`src/rtl/inertial_delay_pkg.sv`:
```
// rtl/inertial_delay_pkg.sv - shared constants and types for the inertial delay filter
//
// Purpose: mode encoding, stats counter width, delay limit and a saturating
// increment helper used by inertial_delay_channel and inertial_delay_filter.

package inertial_delay_pkg;

    typedef enum logic {
        MODE_INERTIAL  = 1'b0,
        MODE_TRANSPORT = 1'b1
    } mode_e;

    localparam int STAT_W    = 16;
    localparam int MAX_DELAY = 1023;

    function automatic logic [STAT_W-1:0] sat_inc(input logic [STAT_W-1:0] val);
        return (val == {STAT_W{1'b1}}) ? val : val + 1'b1;
    endfunction

endpackage

```
`src/rtl/inertial_delay_channel.sv`:
```
// rtl/inertial_delay_channel.sv - one channel of the inertial/transport delay filter
//
// Purpose: per-channel pending candidate + counter (inertial mode), delay
// line (transport mode), mode-change flush and optional rejection counter.
// Optional feature macro: INERTIAL_DELAY_STATS_EN (adds reject_cnt).
//
// Ports:
//   clk, rst_n    clock, asynchronous active-low reset
//   en            clock enable; all state freezes when low
//   mode          0 = inertial, 1 = transport
//   din           raw channel value
//   dout          filtered / delayed value (registered)
//   change_stb    one-cycle pulse in the cycle dout changes
//   rejected      one-cycle pulse when a pending candidate is abandoned
//   reject_cnt    saturating count of rejected pulses (stats build only)

module inertial_delay_channel
    import inertial_delay_pkg::*;
#(
    parameter int               WIDTH   = 2,
    parameter int               DELAY   = 10,
    parameter logic [WIDTH-1:0] RST_VAL = '0
) (
    input  logic              clk,
    input  logic              rst_n,
    input  logic              en,
    input  logic              mode,
    input  logic [WIDTH-1:0]  din,
    output logic [WIDTH-1:0]  dout,
    output logic              change_stb,
    output logic              rejected
`ifdef INERTIAL_DELAY_STATS_EN
    ,
    output logic [STAT_W-1:0] reject_cnt
`endif
);

    localparam int CW = $clog2(DELAY + 1);
    // dout is the last transport stage, so only DELAY-1 stages live in the line.
    localparam int LINE_N = (DELAY > 1) ? DELAY - 1 : 1;
    localparam int TAP    = LINE_N - 1;

    mode_e            mode_q,       mode_d;
    logic             pend_valid_q, pend_valid_d;
    logic [WIDTH-1:0] pend_val_q,   pend_val_d;
    logic [CW-1:0]    cnt_q,        cnt_d;
    logic [WIDTH-1:0] dout_q,       dout_d;
    logic             stb_q,        stb_d;
    logic             rej_q,        rej_d;
    logic [WIDTH-1:0] line_q [LINE_N];
    logic [WIDTH-1:0] line_d [LINE_N];
    logic [WIDTH-1:0] tap;

    always_comb begin
        mode_d       = mode_q;
        pend_valid_d = pend_valid_q;
        pend_val_d   = pend_val_q;
        cnt_d        = cnt_q;
        dout_d       = dout_q;
        stb_d        = 1'b0;
        rej_d        = 1'b0;
        line_d       = line_q;
        tap          = (DELAY == 1) ? din : line_q[TAP];

        if (en) begin
            if (mode != mode_q) begin
                // Flush: forget history, line refilled with the held output.
                mode_d       = mode_e'(mode);
                pend_valid_d = 1'b0;
                cnt_d        = '0;
                for (int i = 0; i < LINE_N; i++) begin
                    line_d[i] = dout_q;
                end
            end else if (mode_q == MODE_TRANSPORT) begin
                line_d[0] = din;
                for (int i = 1; i < LINE_N; i++) begin
                    line_d[i] = line_q[i-1];
                end
                dout_d = tap;
                stb_d  = (tap != dout_q);
            end else begin
                if (din == dout_q) begin
                    if (pend_valid_q) begin
                        pend_valid_d = 1'b0;
                        cnt_d        = '0;
                        rej_d        = 1'b1;
                    end
                end else if (!pend_valid_q || din != pend_val_q) begin
                    rej_d = pend_valid_q;
                    if (DELAY == 1) begin
                        dout_d       = din;
                        stb_d        = 1'b1;
                        pend_valid_d = 1'b0;
                        cnt_d        = '0;
                    end else begin
                        pend_val_d   = din;
                        pend_valid_d = 1'b1;
                        cnt_d        = CW'(1);
                    end
                end else if (cnt_q == CW'(DELAY - 1)) begin
                    dout_d       = pend_val_q;
                    stb_d        = 1'b1;
                    pend_valid_d = 1'b0;
                    cnt_d        = '0;
                end else begin
                    cnt_d = cnt_q + 1'b1;
                end
            end
        end
    end

    always_ff @(posedge clk or negedge rst_n) begin
        if (!rst_n) begin
            mode_q       <= MODE_INERTIAL;
            pend_valid_q <= 1'b0;
            pend_val_q   <= RST_VAL;
            cnt_q        <= '0;
            dout_q       <= RST_VAL;
            stb_q        <= 1'b0;
            rej_q        <= 1'b0;
            for (int i = 0; i < LINE_N; i++) begin
                line_q[i] <= RST_VAL;
            end
        end else begin
            mode_q       <= mode_d;
            pend_valid_q <= pend_valid_d;
            pend_val_q   <= pend_val_d;
            cnt_q        <= cnt_d;
            dout_q       <= dout_d;
            stb_q        <= stb_d;
            rej_q        <= rej_d;
            line_q       <= line_d;
        end
    end

    assign dout       = dout_q;
    assign change_stb = stb_q;
    assign rejected   = rej_q;

`ifdef INERTIAL_DELAY_STATS_EN
    logic [STAT_W-1:0] stat_q;

    // rej_d is already gated by en, so the count freezes with the rest.
    always_ff @(posedge clk or negedge rst_n) begin
        if (!rst_n) begin
            stat_q <= '0;
        end else if (rej_d) begin
            stat_q <= sat_inc(stat_q);
        end
    end

    assign reject_cnt = stat_q;
`endif

endmodule

```
`src/rtl/inertial_delay_filter.sv`:
```
// rtl/inertial_delay_filter.sv - multi-channel clocked inertial/transport delay filter
//
// Purpose: CHANNELS independent delay filters; each channel selects
// inertial (glitch rejection) or transport (pure delay) at runtime.
// Optional feature macro: INERTIAL_DELAY_STATS_EN (adds reject_cnt).
//
// Ports:
//   clk, rst_n    clock, asynchronous active-low reset
//   en            clock enable for all channels
//   mode          per-channel mode, 0 = inertial, 1 = transport
//   din           channel c at [c*WIDTH +: WIDTH]
//   dout          filtered / delayed values (registered)
//   change_stb    per-channel one-cycle pulse when dout changes
//   rejected      per-channel one-cycle pulse when a candidate is abandoned
//   reject_cnt    per-channel 16-bit saturating reject count (stats build only)

module inertial_delay_filter
    import inertial_delay_pkg::*;
#(
    parameter int               WIDTH    = 2,
    parameter int               CHANNELS = 4,
    parameter int               DELAY    = 10,
    parameter logic [WIDTH-1:0] RST_VAL  = '0
) (
    input  logic                         clk,
    input  logic                         rst_n,
    input  logic                         en,
    input  logic [CHANNELS-1:0]          mode,
    input  logic [CHANNELS*WIDTH-1:0]    din,
    output logic [CHANNELS*WIDTH-1:0]    dout,
    output logic [CHANNELS-1:0]          change_stb,
    output logic [CHANNELS-1:0]          rejected
`ifdef INERTIAL_DELAY_STATS_EN
    ,
    output logic [CHANNELS*STAT_W-1:0]   reject_cnt
`endif
);

    if (DELAY < 1 || DELAY > MAX_DELAY) begin : g_bad_delay
        $error("inertial_delay_filter: DELAY must be in 1..1023");
    end

    for (genvar c = 0; c < CHANNELS; c++) begin : g_ch
        inertial_delay_channel #(
            .WIDTH   (WIDTH),
            .DELAY   (DELAY),
            .RST_VAL (RST_VAL)
        ) u_ch (
            .clk        (clk),
            .rst_n      (rst_n),
            .en         (en),
            .mode       (mode[c]),
            .din        (din[c*WIDTH +: WIDTH]),
            .dout       (dout[c*WIDTH +: WIDTH]),
            .change_stb (change_stb[c]),
            .rejected   (rejected[c])
`ifdef INERTIAL_DELAY_STATS_EN
            ,
            .reject_cnt (reject_cnt[c*STAT_W +: STAT_W])
`endif
        );
    end

endmodule
```
`config.mk`:
```
export PLATFORM = sky130hd
export DESIGN_NAME = inertial_delay_filter
export DESIGN_NICKNAME = d
export VERILOG_FILES = /design/src/rtl/inertial_delay_pkg.sv /design/src/rtl/inertial_delay_channel.sv /design/src/rtl/inertial_delay_filter.sv
export SDC_FILE = /design/constraint.sdc
export NUM_CORES = 1
export LEC_CHECK = 0
export CAP_MARGIN = 25
export CORE_ASPECT_RATIO = 0.8
export CORE_MARGIN = 3
export CORE_UTILIZATION = 58
export DETAILED_ROUTE_END_ITERATION = 10
export GPL_ROUTABILITY_DRIVEN = 1
export PLACE_DENSITY_LB_ADDON = 0.12
export SYNTH_ARGS = -nofsm -noshare
export SYNTH_HDL_FRONTEND = slang
export SYNTH_SLANG_ARGS = --single-unit
```
`constraint.sdc`:
```
create_clock -name clk -period 3.16 [get_ports clk]
set_clock_uncertainty 0.1 [all_clocks]
set_input_delay 0.316 -clock clk [delete_from_list [all_inputs] [get_ports clk]]
set_output_delay 0.316 -clock clk [all_outputs]
set_load 0.005 [all_outputs]
```
==> impl_metrics.json, run 1 <==
{
  "start_util": 0.610,
  "place_ws_ns": 0.589,
  "ir_drop_uv": 553,
  "critical-path-max-stage-delay_ns": 0.50,
  "grt_first_pass_wirelength_um": 20700,
  "yosysTopAreaCell": "dfrtp_1",
  "cts-root-buf": "clkbuf_16",
  "worst_slack_ns": 0.794,
  "synth_ff_type": "dfrtp_1",
  "seq_area_frac_synth": 0.497,
  "outcome": "complete, no violations",
  "die_h_um": 97.3,
  "synth_area_leaders": "dfrtp_1 50%, o21ai_0 7.0%, a21oi_1 6.1%, nand2_1 5.6%, mux2_2 4.5%",
  "clk_path_buf_depth": 2,
  "cp.arrival_ns": 2.56,
  "total_leakage_power_nw": 3.07,
  "rows": 32,
  "period_share": 0.749,
  "nets": 671,
  "synthArstFlopShare": 1.00,
  "max_freq_ghz": 0.423,
  "synth_edf_count": 0,
  "fin_setup_tns_ns": 0,
  "area_growth_pct": 16.1,
  "hpwl_um": 7800,
  "grt-ovfl-total": 0,
  "dpl.cell_count": 756,
  "ys_types": 50,
  "synth.top_cell.area_share": 0.497,
  "die_area_sq_um": 11700,
  "synth.avg_cell_area_sq_um": 9.75,
  "maxSlewHeadroom": 0.562,
  "via_count": 4402,
  "grt_max_degree": 53,
  "start_kind": "register",
  "cp_data_required_time_ns": 3.35,
  "final_antenna_net_count": 0,
  "maxCapViolations": 0,
  "place_area_sq_um": 6410,
  "drt_iter0_drc": 375,
  "final_common_cell": "dfrtp_1",
  "grt_pass1_vias": 4309,
  "portBuffers": 30,
  "final_hold_viol_count": 0,
  "drive_gt1_frac": 0.123,
  "slowest_stage": "dfrtp_1",
  "ios": 31,
  "synth_area_sq_um": 6040,
  "core_sq_um": 9890,
  "track_usage": 0.220,
  "numCtsBuffers": 17,
  "antenna_cells": 0,
  "final_cell_mix": "120 x dfrtp_1, 90 x nand2_1, 84 x o21ai_0, 74 x a21oi_1, 29 x clkdlybuf4s50_1",
  "power_density_nw_per_um2": 985,
  "cts.clk_slew.worst_paths_ns": 0.05,
  "drt_pass1_iterations": 5,
  "cp-end-kind": "register",
  "grt_antenna_before_repair": 0,
  "rsz0062_at_grt": "no",
  "syn_inst": 619,
  "switching_share": 0.360,
  "p_clk_frac": 0.275,
  "tightest_slew_ns": 0.649,
  "hold_class": "in2async",
  "maxSlewViolCount": 0,
  "seq_power_share": 0.389,
  "post-route-util": 0.709,
  "setup_viol": 0,
  "path_cells": "inv_1, ha_1, nor2b_1, o21ai_0, nor2_1, mux2_2",
  "min_period_ns": 2.37,
  "yosysWarnings": 0,
  "cts_max_level": 4,
  "clock_sinks": 120,
  "wl_per_cell_um": 15.3,
  "insertion_delay_ns": 0.41,
  "die_w_um": 120,
  "nFillCells": 757,
  "combPwrFrac": 0.336,
  "gp_congestion": 0.890,
  "cts_resized": 0,
  "design_area_sq_um": 7010,
  "crit_fanout": 8,
  "drc_errors": 0,
  "fin_cells": 789,
  "cts_tree": "yes",
  "ys_ff_latch": 120,
  "p_int_mw": 4.42,
  "critical_path_class": "reg2reg",
  "wl_um": 12100,
  "power.switching_mw": 2.49,
  "avgViaCountPerCell": 5.58,
  "syn_nets": 650
}
-- path summary, 6_finish.rpt --
| check | startpoint | endpoint | slack, ns | cells past startpoint |
|---|---|---|---|---|
| worst max register to register | g_ch[3].u_ch.mode_q | g_ch[3].u_ch.pend_val_q[0] | 0.79 | 6 |
| worst min register to register | g_ch[3].u_ch.line_q[13] | g_ch[3].u_ch.line_q[13] | 0.38 | 2 |
| min in group clk | g_ch[3].u_ch.line_q[13] | g_ch[3].u_ch.line_q[13] | 0.38 | 2 |
| worst max-delay path | g_ch[3].u_ch.mode_q | g_ch[3].u_ch.pend_val_q[0] | 0.79 | 6 |
| max in group asynchronous | rst_n | g_ch[1].u_ch.line_q[16] | 1.84 | 3 |
| worst min-delay path | rst_n | g_ch[0].u_ch.rejected | 0.30 | 2 |
-- cells in the mapped netlist (3+ instances only) --
library cell and n:
nor2_1 18, dfrtp_1 120, nand2_1 90, buf_4 9, a32oi_1 6, nand3_1 5, and2_1 11, nor3_1 3
nor2b_1 9, ha_1 16, mux2i_1 4, xor2_1 22, o21ai_0 84, clkbuf_1 30, clkinv_1 4, o31ai_2 3
o21ai_1 3, o32ai_1 5, nand2b_1 12, o211ai_1 3, and3b_1 4, a22o_1 3, and2b_1 3, xnor2_1 8
inv_1 15, nand4_1 3, mux2_2 24, a21oi_1 74
-- per-layer routing --
| metal | track usage | vias up | wire [um] |
|---|---|---|---|
| li1 | - | 2192 | - |
| met1 | 0.308 | 2130 | 5880 |
| met2 | 0.332 | 73 | 5700 |
| met3 | 0.0698 | 7 | 403 |
| met4 | 0.0599 | 0 | 89 |
| met5 | 0 | - | 0 |
-- sequential cells by signal, indices dropped and copies added, names as in the netlist --
signal / count
g_ch.u_ch.line_q: 64
g_ch.u_ch.cnt_q: 16
g_ch.u_ch.dout: 8
g_ch.u_ch.pend_val_q: 8
g_ch.u_ch.tap: 8
g_ch.u_ch.change_stb: 4
g_ch.u_ch.mode_q: 4
g_ch.u_ch.pend_valid_q: 4
g_ch.u_ch.rejected: 4
-- worst max-delay path: cells and delay by family, from the launching register on --
family / cells / cell delay [ns]
flip-flops: 1 / 0.50
adder cells (fa/ha/maj): 1 / 0.39
buffers and inverters: 1 / 0.10
AO/OA/AOI/OAI: 1 / 0.29
multiplexers: 1 / 0.36
AND/OR/NAND/NOR: 2 / 0.50
-- power groups by stage --
stage	combinational, mW	sequential (mW)	clock [mW]
after detailed placement	2.29	2.68	0
final	2.32	2.69	1.90
after CTS	2.33	2.68	1.93
after floorplan	1.79	2.53	0
after global routing	2.62	2.77	2.02
after global placement	2.20	2.65	0
-- area by class of cell --
type / count / area [sq um] / area share
sequential: 120 / 3000 / 0.428
multi-input combinational: 441 / 2780 / 0.397
clock buffer: 24 / 492 / 0.0702
timing repair buffer: 41 / 395 / 0.0564
tap: 136 / 170 / 0.0243
clock inverter: 8 / 93.8 / 0.0134
inverter: 19 / 71.3 / 0.0102
-- through the flow --
| step | total power, mW | hold slack, ns |
|---|---|---|
| after floorplan | 4.32 | -0.0796 |
| after global placement | 4.85 | 0.198 |
| after global routing | 7.40 | 0.338 |
| final | 6.90 | 0.299 |
| after detailed placement | 4.97 | 0.199 |
| after CTS | 6.94 | 0.304 |
-- repair_timing --
item,in CTS,in global routing
hold buffers,1,0
setup buffers,0,0
hold endpoints to repair,34,0
-- cell families (layout without fill, tap and decap cells) --
kind of cell / count (synthesis) / after routing / share of synthesized area
AOI/OAI and AO/OA: 197 / 197 / 0.193
and+or+nand+nor: 170 / 170 / 0.140
DFF: 120 / 120 / 0.497
buffers and inverters: 58 / 92 / 0.0417
xor gates and xnor gates: 30 / 30 / 0.0435
muxes: 28 / 28 / 0.0514
adders and majority gates: 16 / 16 / 0.0332
Note: power is estimated with default switching activity, not from simulation.
==> inputs of run 2 (changes only) <==
==> constraint.sdc (replaced) <==
create_clock -name clk -period 2.5 [get_ports clk]
set_clock_uncertainty 0.1 [all_clocks]
set_input_delay 0.25 -clock clk [delete_from_list [all_inputs] [get_ports clk]]
set_output_delay 0.25 -clock clk [all_outputs]
set_load 0.005 [all_outputs]
==> run 2 against run 1 <==
Compared with the run above:
- total power up 30%
- sequential share of layout area down 0.65 points
- clock power up 35%
- non-clock buffer count up 10
- combinational power up 29%
- sequential cell count unchanged
- die area unchanged
- via count up 2.2%
- hold slack worse by 0.061 ns
- sequential power up 26%
- largest cell class unchanged
==> impl_metrics.json, run 2 (synthesized netlist as in run 1, its figures left out) <==
{
  "cp-end-kind": "register",
  "post-route-util": 0.720,
  "portBuffers": 30,
  "cts_tree": "yes",
  "via_count": 4499,
  "grt_antenna_before_repair": 0,
  "drt_iter0_drc": 351,
  "cts-root-buf": "clkbuf_16",
  "area_growth_pct": 17.9,
  "power_density_nw_per_um2": 1260,
  "antenna_cells": 0,
  "wl_um": 12000,
  "top_regs": "g_ch.u_ch.line_q (64), g_ch.u_ch.cnt_q (16)",
  "cts_resized": 0,
  "min_period_ns": 2.31,
  "final_antenna_net_count": 0,
  "grt-ovfl-total": 0,
  "total_leakage_power_nw": 3.13,
  "insertion_delay_ns": 0.41,
  "cp_data_required_time_ns": 2.68,
  "setup_viol": 0,
  "top_register": "g_ch.u_ch.line_q",
  "start_kind": "register",
  "outcome": "complete, no violations",
  "clk_path_buf_depth": 2,
  "crit_fanout": 4,
  "die_h_um": 97.3,
  "period_share": 0.924,
  "drc_errors": 0,
  "final_common_cell": "dfrtp_1",
  "rr_worst_depth": 6,
  "die_area_sq_um": 11700,
  "worst_slack_ns": 0.190,
  "largest_reg_flops": 64,
  "max_freq_ghz": 0.433,
  "ios": 31,
  "cts_max_level": 4,
  "fin_hold_ws_ns": 0.238,
  "numCtsBuffers": 17,
  "rsz0062_at_grt": "no",
  "grt_pass1_vias": 4441,
  "grt_first_pass_wirelength_um": 20800,
  "critical_path_class": "reg2reg",
  "cts.clk_slew.worst_paths_ns": 0.05,
  "place_ws_ns": 0.0318,
  "maxCapViolations": 0,
  "ir_drop_uv": 760,
  "start_util": 0.610,
  "ff_latch_area_sq_um": 3000,
  "rows": 32,
  "maxSlewHeadroom": 0.583,
  "rrSetupSlack_ns": 0.19,
  "avgViaCountPerCell": 5.64,
  "wl_per_cell_um": 15.0,
  "final_cell_mix": "120 x dfrtp_1, 90 x nand2_1, 84 x o21ai_0, 74 x a21oi_1, 29 x clkdlybuf4s50_1",
  "gp_congestion": 0.871,
  "drt_pass1_iterations": 4,
  "cp.arrival_ns": 2.49,
  "core_sq_um": 9890,
  "multi_input_area_sq_um": 2780,
  "maxSlewViolCount": 0,
  "tightest_slew_ns": 0.619,
  "nets": 681,
  "final_hold_viol_count": 0,
  "nFillCells": 710,
  "drive_gt1_frac": 0.136,
  "die_w_um": 120,
  "fin_setup_tns_ns": 0,
  "track_usage": 0.218,
  "hpwl_um": 7910,
  "grt_max_degree": 57,
  "clock_sinks": 120,
  "hold_class": "in2async"
}
==> run 2: cell types whose count changed in the layout (fill, tap and decap cells not counted) <==
cell	previous run	this run
buf_4	10	20
bufinv_16	2	4
clkbuf_1	3	1
clkbuf_8	4	3
clkinv_2	5	4
clkinv_4	1	0
clkinvlp_4	0	1
==> run 2: what timing repair did <==
action                                 in CTS  in global routing
hold buffers                                1                  0
endpoints found under the hold margin      29                  0
buffers inserted                            0                  0
==> run 2: layout make-up <==
cell class	count	share of cell area
clock inverter	9	0.0207
tap	136	0.0239
sequential	120	0.422
clock buffer	21	0.0661
timing repair buffer	51	0.0661
inverter	19	0.0100
multi-input combinational	441	0.391
==> run 2: layer usage <==
metal	GRT usage	up-vias	routed length (um)
met2	0.347	91	5680
met3	0.0559	12	437
met4	0.0599	0	120
met5	0	-	0
met1	0.298	2186	5740
li1	-	2210	-
==> run 2: worst paths after layout <==
kind,start,end
min reg2reg,g_ch[3].u_ch.line_q[14],g_ch[3].u_ch.line_q[14]
min in group clk,mode[2],g_ch[2].u_ch.mode_q
max reg2reg,g_ch[0].u_ch.cnt_q[1],g_ch[0].u_ch.dout[1]
min,rst_n,g_ch[0].u_ch.cnt_q[1]
max,g_ch[0].u_ch.cnt_q[1],g_ch[0].u_ch.dout[1]
max in group asynchronous,rst_n,g_ch[1].u_ch.line_q[7]
==> run 2: critical path: stages, from the launching register on <==
cell,delay (ns)
dfrtp_1,0.41
inv_1,0.08
ha_1,0.13
and3b_1,0.24
or4b_2,0.62
o21ai_1,0.24
mux2_2,0.37
==> run 2: per-stage QoR <==
| stage | std cells | power (mW) | cell area (sq um) |
|---|---|---|---|
| after floorplan | 619 | 5.46 | 6040 |
| after global placement | 766 | 6.18 | 6490 |
| after detailed placement | 766 | 6.35 | 6490 |
| after CTS | 797 | 8.99 | 7120 |
| after global routing | 797 | 9.58 | 7120 |
| final | 797 | 8.95 | 7120 |
==> run 2: power breakdown <==
group | internal [mW] | switching, mW | total, mW
registers | 2.72 | 0.670 | 3.39
logic | 1.36 | 1.64 | 3.00
clock network | 1.73 | 0.835 | 2.56
total | 5.81 | 3.15 | 8.95
